**src/rtl/icache_fetch.sv**
```systemverilog
// Direct-mapped instruction cache in front of the fetch stage.
// Lookup is combinational; a miss fetches one whole line from memory through IDLE -> REQ -> FILL.
module icache_fetch #(
    parameter int unsigned ADDRESS_SIZE = 32,
    parameter logic [ADDRESS_SIZE-1:0] BOOT_ADDRESS = ADDRESS_SIZE'(32'h1000),
    parameter int unsigned LINES = 4,
    parameter int unsigned LINE_WORDS = 4
) (
    input  logic                       clk,
    input  logic                       reset,
    input  logic [ADDRESS_SIZE-1:0]    pc,
    input  logic                       I_stall_in,
    output logic [ADDRESS_SIZE-1:0]    I_instruction,
    output logic                       I_stall,
    output logic                       mem_req,
    output logic [ADDRESS_SIZE-1:0]    mem_addr,
    input  logic                       mem_ready,
    input  logic [32*LINE_WORDS-1:0]   mem_data
);

    localparam int unsigned WORD_BITS   = $clog2(LINE_WORDS);
    localparam int unsigned INDEX_BITS  = $clog2(LINES);
    localparam int unsigned OFFSET_BITS = WORD_BITS + 2;
    localparam int unsigned TAG_LSB     = OFFSET_BITS + INDEX_BITS;
    localparam int unsigned TAG_BITS    = ADDRESS_SIZE - TAG_LSB;

    typedef enum logic [1:0] {IDLE, REQ, FILL} state_t;

    state_t state_q, state_d;

    logic [LINES-1:0]         valid_q;
    logic [TAG_BITS-1:0]      tag_mem  [LINES];
    logic [31:0]              data_mem [LINES][LINE_WORDS];
    logic [ADDRESS_SIZE-1:0]  miss_addr;

    logic [WORD_BITS-1:0]     word;
    logic [INDEX_BITS-1:0]    index;
    logic [TAG_BITS-1:0]      tag;
    logic [INDEX_BITS-1:0]    fill_index;
    logic [TAG_BITS-1:0]      fill_tag;
    logic                     hit;
    logic                     fill_en;
    logic                     latch_miss;

    // The byte offset and the boot address carry no logic.
    logic unused_bits;
    assign unused_bits = ^{pc[1:0], BOOT_ADDRESS};

    assign word       = pc[OFFSET_BITS-1:2];
    assign index      = pc[TAG_LSB-1:OFFSET_BITS];
    assign tag        = pc[ADDRESS_SIZE-1:TAG_LSB];
    assign fill_index = miss_addr[TAG_LSB-1:OFFSET_BITS];
    assign fill_tag   = miss_addr[ADDRESS_SIZE-1:TAG_LSB];

    assign hit = (state_q == IDLE) && valid_q[index] && (tag_mem[index] == tag);

    always_comb begin
        state_d       = state_q;
        mem_req       = 1'b0;
        mem_addr      = '0;
        fill_en       = 1'b0;
        latch_miss    = 1'b0;
        I_instruction = '0;
        I_stall       = 1'b1;

        if (hit) begin
            I_instruction = ADDRESS_SIZE'(data_mem[index][word]);
            I_stall       = I_stall_in;
        end

        case (state_q)
            IDLE: begin
                if (!hit) begin
                    state_d    = REQ;
                    latch_miss = 1'b1;
                end
            end
            REQ: begin
                mem_req  = 1'b1;
                mem_addr = miss_addr;
                if (mem_ready) begin
                    fill_en = 1'b1;
                    state_d = FILL;
                end
            end
            FILL: state_d = IDLE;
            default: state_d = IDLE;
        endcase
    end

    always_ff @(posedge clk or posedge reset) begin
        if (reset) begin
            state_q   <= IDLE;
            valid_q   <= '0;
            miss_addr <= '0;
        end else begin
            state_q <= state_d;
            if (latch_miss) begin
                miss_addr <= {pc[ADDRESS_SIZE-1:OFFSET_BITS], {OFFSET_BITS{1'b0}}};
            end
            if (fill_en) begin
                valid_q[fill_index] <= 1'b1;
            end
        end
    end

    // Tag and data arrays are gated by valid bits, so they carry no reset.
    always_ff @(posedge clk) begin
        if (fill_en) begin
            tag_mem[fill_index] <= fill_tag;
            for (int k = 0; k < int'(LINE_WORDS); k++) begin
                data_mem[fill_index][k] <= mem_data[32*k +: 32];
            end
        end
    end

endmodule

```
**config.mk**
```make
export PLATFORM = sky130hd
export DESIGN_NAME = icache_fetch
export DESIGN_NICKNAME = d
export VERILOG_FILES = /design/src/rtl/icache_fetch.sv
export SDC_FILE = /design/constraint.sdc
export NUM_CORES = 1
export LEC_CHECK = 0
export ABC_AREA = 1
export CAP_MARGIN = 20
export CELL_PAD_IN_SITES_DETAIL_PLACEMENT = 2
export CELL_PAD_IN_SITES_GLOBAL_PLACEMENT = 2
export CORE_MARGIN = 5
export CORE_UTILIZATION = 43
export DETAILED_ROUTE_END_ITERATION = 8
export GPL_TIMING_DRIVEN = 0
export HOLD_SLACK_MARGIN = 0.12
export PLACE_DENSITY = 0.88
export SYNTH_ARGS = -nofsm -noshare
export SYNTH_HDL_FRONTEND = slang
export SYNTH_SLANG_ARGS = --single-unit
```
**constraint.sdc**
```tcl
create_clock -name clk -period 25.2 [get_ports clk]
set_clock_uncertainty 0.1 [all_clocks]
set_input_delay 5.04 -clock clk [delete_from_list [all_inputs] [get_ports clk]]
set_output_delay 5.04 -clock clk [all_outputs]
set_load 0.005 [all_outputs]
```
==> results of run 1 <==
-- tightest hold or removal path, stage by stage (launching register included) --
cell and delay [ns]:
dfrtp_1 0.33, inv_1 0.07, o21ai_0 0.09
-- synth_stat cells, types with 11 or more instances --
| cell type | number |
|---|---|
| a21oi_1 | 153 |
| a22oi_1 | 31 |
| a32o_1 | 36 |
| buf_1 | 12 |
| buf_2 | 70 |
| clkbuf_1 | 47 |
| dfrtp_1 | 34 |
| edfxtp_1 | 616 |
| inv_1 | 57 |
| nand2_1 | 718 |
| nand3_1 | 189 |
| nand3b_1 | 12 |
| nor2_1 | 58 |
| nor3_1 | 32 |
| o211ai_1 | 38 |
| o21ai_0 | 11 |
| o311ai_0 | 26 |
-- area by class of cell --
cell class	count	share of cell area, %
buffer	145	2.210
multi-input combinational	1333	19.14
clock inverter	34	0.9574
inverter	59	0.6778
timing repair buffer	271	8.862
antenna	9	0.06893
tap	790	3.025
clock buffer	89	5.836
sequential	650	59.22
-- path summary, 6_finish.rpt --
| path | start | to | slack [ns] |
|---|---|---|---|
| worst max-delay path | pc[4] | I_instruction[26] | 10.91 |
| worst min-delay path | valid_q[1]$_DFFE_PP0P_ | valid_q[1]$_DFFE_PP0P_ | 0.43 |
| worst max register to register | state_q[1]$_DFFE_PP0P_ | data_mem[3][3]$_DFFE_PP_ | 21.44 |
| worst min register to register | valid_q[1]$_DFFE_PP0P_ | valid_q[1]$_DFFE_PP0P_ | 0.43 |
| max in group asynchronous | reset | miss_addr[9]$_DFFE_PP0P_ | 19.53 |
| min in group asynchronous | reset | miss_addr[25]$_DFFE_PP0P_ | 4.87 |
-- stage by stage --
stage | worst slack (ns) | hold slack, ns | setup TNS, ns | instance area (µm²) | power, µW
after floorplan | 8.328 | 0.3274 | 0 | 26520 | 1697
after global placement | -1.930 | 0.3485 | -428.22 | 29710 | 1943
after detailed placement | 11.26 | 0.3833 | 0 | 30430 | 1970
after CTS | 11.08 | 0.4340 | 0 | 32650 | 3037
after global routing | 10.84 | 0.4444 | 0 | 32660 | 3126
final | 10.91 | 0.4333 | 0 | 32670 | 3044
-- registers in the layout (all words and copies together) (netlist names) --
| register | cells |
|---|---|
| valid_q | 4 |
| miss_addr | 28 |
| state_q | 2 |
| tag_mem | 104 |
| data_mem | 512 |
-- kinds of logic (layout without fill, tap and decap cells) --
group / Yosys count / count (layout) / synth area share [%]
AND/OR/NAND/NOR: 1022 / 1022 / 15.82
flip-flops: 650 / 650 / 72.99
AO/OA/AOI/OAI: 303 / 303 / 7.481
buffers and inverters: 204 / 598 / 3.559
XOR/XNOR: 3 / 3 / 0.09914
other: 1 / 13 / 0.01415
multiplexers: 1 / 1 / 0.03776
-- power by group through the flow --
stage,clock network [µW],registers [µW],logic [µW]
2_1_floorplan,0,1480,221
3_3_place_gp,0,1530,416
3_5_place_dp,0,1470,502
4_1_cts,1060,1460,521
5_1_grt,1110,1470,551
6_report,1060,1460,526
-- metal layers --
| metal | track usage, % | part of all wire, % |
|---|---|---|
| met1 | 41.05 | 35 |
| met2 | 60.13 | 49 |
| met3 | 7.736 | 8.6 |
| met4 | 19.08 | 6.4 |
| met5 | 0 | 0.075 |
==> out/results.txt, run 1 <==
Clock share of power: 34.8%
Worst IR Drop VDD: 64.51 µV
Finish-stage setup viols: 0
Register area share after synthesis: 72.99%
Syn-to-layout area delta: 23.25%
Post-DR vias/cell: 6.281
Most used cell, CP: buf_2
Area of the multi-input gates: 0.006254 mm²
TritonCTS clock tree: done
Final Routed Wirelength: 119400 µm
DR WL/cell: 35.32 µm
Final HPWL DP: 77130 µm
Fmax achieved: 69.99 MHz
CP Data Arrival Time: 9.15 ns
Core ar.: 0.06137 mm²
Antenna viol nets, final: 0
Cell internal pwr: 2136 µW
H-Tree Depth: 3
EDFF count, synth: 616
Synth area leader: edfxtp_1
Critical Path Fanout Max: 10
IO Pins: 230
CP top delay family: buffers and inverters
Die X: 258.3 µm
Die area: 0.06671 mm²
Fillers: 5775
Resized cells post-CTS: 0
#FFs+latches synth: 650
Largest net degree at the start of global routing: 35
DR pass1 iterations: 7
Startpoint types: input pin
Gr ovfl total: 0
Crit path kind: input pin to primary output
Synth top area share: 69.78%
Switching share of power: 29.84%
First-pass GRT wire length: 169400 µm
Clk root buf: clkbuf_16
DR iter-0 viols: 2265
Crit share post-route: 56.70%
CP required: 20.06 ns
Gp weighted congestion: 0.8741
Outcome: complete, no violations
Clk buf depth: 3
Main flop type after synthesis: edfxtp_1
Dpl cells: 3248
Leakage: 0.01186 µW
Register Area: 0.01935 mm²
Ys Warns: 0
Buffer and inverter count on the worst path: 6
Commonest non-fill, non-tap cell in the layout: nand2_1
Final Slew Violations: 0
Max incr delay on CP: 0.77 ns
Final Hold Vio Count: 0
Starting density of the core: 43.20%
Antenna violations before repair: 18
CTS sink count: 650
Worst-Margin Slew: 1.130 ns
Most frequent cells in the layout: nand2_1, edfxtp_1, clkdlybuf4s50_1, nand3_1, a21oi_1
Final net count: 2694
Sw power: 908.2 µW
Post-CTS Setup Inserts: 0
Cell Pwr Density: 93.16 mW/mm²
Vias: 21230
Mapped Area: 0.02651 mm²
Hold Buf Count CTS: 0
Post-synthesis cell type count: 35
Synth Area per Inst: 12.14 µm²
Hold depth: 2
CP endpoint kind: primary output
Share of layout cells above drive strength 1: 9.492%
Crit-path slowest cell: o311ai_0
Async set or reset register ratio after synthesis: 5.231%
Power share of the sequential group: 47.9%
Num CTS Buffers: 70
Worst-path clk slew: 0.06 ns
Setup repair after global routing missed its margin: no
Relative slew slack: 23.73%
# rows: 91
Overall routing resource usage: 34.97%
Fin util: 53.24%
# DRC: 0
MaxCap Viol Count: 0
Logic pwr share: 17.3%
Synth top area cells: edfxtp_1, nand2_1, nand3_1
Vias in the first global route: 23570
Reg2Reg Depth: 11
WP depth: 12
Port Buffers: 220
Cells after Synth: 2184
Die H: 258.3 µm
Latest clock arrival within the worst-skew pair: 0.63 ns
CP Cell Sequence: buf_2 -> buf_2 -> buf_6 -> buf_2 -> buf_2 -> nand2_1 -> nand2_1 -> a21oi_1 -> o311ai_0 -> nand2_1 -> nor3_1 -> clkdlybuf4s50_1
Min cycle time layout: 14.29 ns
HP Class: flop to flop
Non-Filler Instances: 3380
Note: power is estimated with default switching activity, not from simulation.
==> run 2: changes to the inputs <==
--- a/config.mk
+++ b/config.mk
@@ -10,11 +10,11 @@
 export CELL_PAD_IN_SITES_DETAIL_PLACEMENT = 2
 export CELL_PAD_IN_SITES_GLOBAL_PLACEMENT = 2
 export CORE_MARGIN = 5
-export CORE_UTILIZATION = 43
+export CORE_UTILIZATION = 40
 export DETAILED_ROUTE_END_ITERATION = 8
 export GPL_TIMING_DRIVEN = 0
 export HOLD_SLACK_MARGIN = 0.12
-export PLACE_DENSITY = 0.88
+export PLACE_DENSITY = 0.83
 export SYNTH_ARGS = -nofsm -noshare
 export SYNTH_HDL_FRONTEND = slang
 export SYNTH_SLANG_ARGS = --single-unit
==> constraint.sdc (replaced) <==
create_clock -name clk -period 14.35 [get_ports clk]
set_clock_uncertainty 0.1 [all_clocks]
set_input_delay 2.87 -clock clk [delete_from_list [all_inputs] [get_ports clk]]
set_output_delay 2.87 -clock clk [all_outputs]
set_load 0.005 [all_outputs]
==> out/results.txt, run 2 (synthesis gave the netlist of run 1 again) <==
Outcome: complete, no violations
Crit share post-route: 67.70%
Antenna viol nets, final: 0 (unchanged)
Clk root buf: clkbuf_16
Hold endpoint: valid_q[2]$_DFFE_PP0P_
Gp weighted congestion: 0.8554 (-2.1%)
Fin util: 50.03% (-3.2 points)
# DRC: 0 (unchanged)
Die X: 267.4 µm (+3.5%)
Reg2Reg Depth: 11 (unchanged)
Crit path kind: input pin to primary output
TritonCTS clock tree: done
MaxCap Viol Count: 0 (unchanged)
Post-DR vias/cell: 5.994 (-4.6%)
IO Pins: 230 (unchanged)
CP endpoint kind: primary output
Most frequent cells in the layout: nand2_1, edfxtp_1, clkdlybuf4s50_1, nand3_1, a21oi_1
Cell Pwr Density: 161.2 mW/mm² (+73%)
Vias in the first global route: 23320 (-1.0%)
CTS sink count: 650 (unchanged)
CP Cell Sequence: buf_2 -> inv_2 -> buf_6 -> buf_6 -> buf_2 -> clkbuf_1 -> a21oi_1 -> o311ai_0 -> nand2_1 -> nor3_1 -> clkdlybuf4s50_1
HP Class: flop to flop
Hold depth: 2 (unchanged)
Reg-to-Reg Start: state_q[0]$_DFFE_PP0P_
DR pass1 iterations: 5 (-2)
Buffer and inverter count on the worst path: 7 (+1)
Hold Buf Count CTS: 0 (unchanged)
Startpoint types: input pin
Vias: 20800 (-2.0%)
Setup repair after global routing missed its margin: no
Largest net degree at the start of global routing: 35 (unchanged)
Top reg by flops: data_mem
Final Hold Vio Count: 0 (unchanged)
Starting density of the core: 40.32% (-2.9 points)
Setup slack, reg-to-reg: 11.19 ns (-10.25 ns)
Syn-to-layout area delta: 24.09%
Min-delay src: valid_q[2]$_DFFE_PP0P_
Final HPWL DP: 76000 µm (-1.5%)
Overall routing resource usage: 30.78% (-4.2 points)
DR iter-0 viols: 2089 (-7.8%)
Max reg flops: 512 (unchanged)
Dpl cells: 3331 (+2.6%)
Core ar.: 0.06575 mm² (+7.1%)
Final net count: 2708 (+0.52%)
First-pass GRT wire length: 160700 µm (-5.1%)
Critical Path Fanout Max: 10 (unchanged)
Commonest non-fill, non-tap cell in the layout: nand2_1
Leakage: 0.01192 µW (+0.53%)
Worst-Margin Slew: 1.164 ns (+0.03386 ns)
Finish-stage setup viols: 0 (unchanged)
CP required: 11.38 ns (-8.68 ns)
Relative slew slack: 21.44% (-2.3 points)
Min cycle time layout: 9.715 ns
Die H: 267.4 µm (+3.5%)
Worst IR Drop VDD: 106.3 µV (+65%)
Largest regs: data_mem: 512 flops, tag_mem: 104 flops, miss_addr: 28 flops
Max incr delay on CP: 0.94 ns (+0.17 ns)
Non-Filler Instances: 3470 (+2.7%)
Final Routed Wirelength: 113300 µm (-5.1%)
# rows: 94 (+3.3%)
Resized cells post-CTS: 0 (unchanged)
Gr ovfl total: 0 (unchanged)
Worst-path clk slew: 0.06 ns (about the same)
Final Slew Violations: 0 (unchanged)
Antenna violations before repair: 12 (-6)
Share of layout cells above drive strength 1: 9.711% (+0.22 points)
R2R Path End: data_mem[0][3]$_DFFE_PP_
CP Data Arrival Time: 6.74 ns (-2.41 ns)
Die area: 0.07152 mm² (+7.2%)
Num CTS Buffers: 72 (+2.9%)
Port Buffers: 220 (unchanged)
H-Tree Depth: 3 (unchanged)
Latest clock arrival within the worst-skew pair: 0.62 ns (about the same)
DR WL/cell: 32.65 µm (-7.5%)
Post-CTS Setup Inserts: 0 (unchanged)
Crit-path slowest cell: o311ai_0
Fmax achieved: 102.9 MHz
CP top delay family: buffers and inverters
Clk buf depth: 3 (unchanged)
Final hold slack: 0.4103 ns (-0.02300 ns)
[run 2: how the worst max path moves through the flow]
stage	from	end	cells after the start
finish	pc[4]	I_instruction[24]	11
global route	pc[4]	I_instruction[22]	11
CTS	pc[4]	I_instruction[26]	11
detailed placement	pc[4]	I_instruction[23]	11
global placement	mem_ready	valid_q[3]$_DFFE_PP0P_	6
floorplan	mem_ready	valid_q[3]$_DFFE_PP0P_	5
[run 2: per-layer routing]
layer  global-route usage (%)  share of wire [%]
met1                    36.01                 36
met2                    54.90                 52
met3                    5.273                7.6
met4                    15.23                5.0
met5                        0              0.050
[run 2: power breakdown]
group | switching, µW | internal (µW) | total (µW)
clock network | 786 | 1060 | 1840
registers | 141 | 2410 | 2550
logic | 609 | 301 | 910
[run 2: cell type report]
| cell class | instances | area, µm² |
|---|---|---|
| fillers | 6403 | 32850 |
| flip-flops and latches | 650 | 19350 |
| multi-input cells | 1333 | 6254 |
| repair buffers | 283 | 2985 |
| clock buffers | 98 | 2026 |
| well taps | 864 | 1081 |
| plain buffers | 145 | 721.9 |
| clock inverters | 27 | 230.2 |
| inverters | 59 | 221.5 |
| diodes | 11 | 27.53 |
[run 2: per-stage QoR]
step / power [µW] / instance area [µm²] / setup slack [ns] / setup TNS, ns
2_1_floorplan: 2980 / 26520 / -0.3524 / -37.55
6_report: 5303 / 32900 / 4.635 / 0
4_1_cts: 5300 / 32850 / 4.308 / 0
3_5_place_dp: 3453 / 30600 / 4.479 / 0
5_1_grt: 5470 / 32880 / 4.459 / 0
3_3_place_gp: 3417 / 29800 / -10.75 / -3932.51
[run 2: worst reg2reg max path: cells and delay by family (launching register included)]
| kind | cells | cell delay (ns) |
|---|---|---|
| simple gates | 3 | 1.02 |
| flops | 1 | 0.34 |
| buf+inv | 8 | 1.39 |
==> run 3: changes to the inputs <==
==> constraint.sdc (replaced) <==
create_clock -name clk -period 10.2 [get_ports clk]
set_clock_uncertainty 0.1 [all_clocks]
set_input_delay 2.04 -clock clk [delete_from_list [all_inputs] [get_ports clk]]
set_output_delay 2.04 -clock clk [all_outputs]
set_load 0.005 [all_outputs]
==> results of run 3 <==
The final DEF is identical to that of run 2. Status: complete, no violations.
Among the figures that moved: setup slack after placement 4.479 ns -> 1.989 ns; setup slack after layout 4.635 ns -> 2.145 ns; register-to-register setup slack 11.19 ns -> 7.04 ns; total power 5303 µW -> 7461 µW; worst IR drop on VDD 106.3 µV -> 149.6 µV
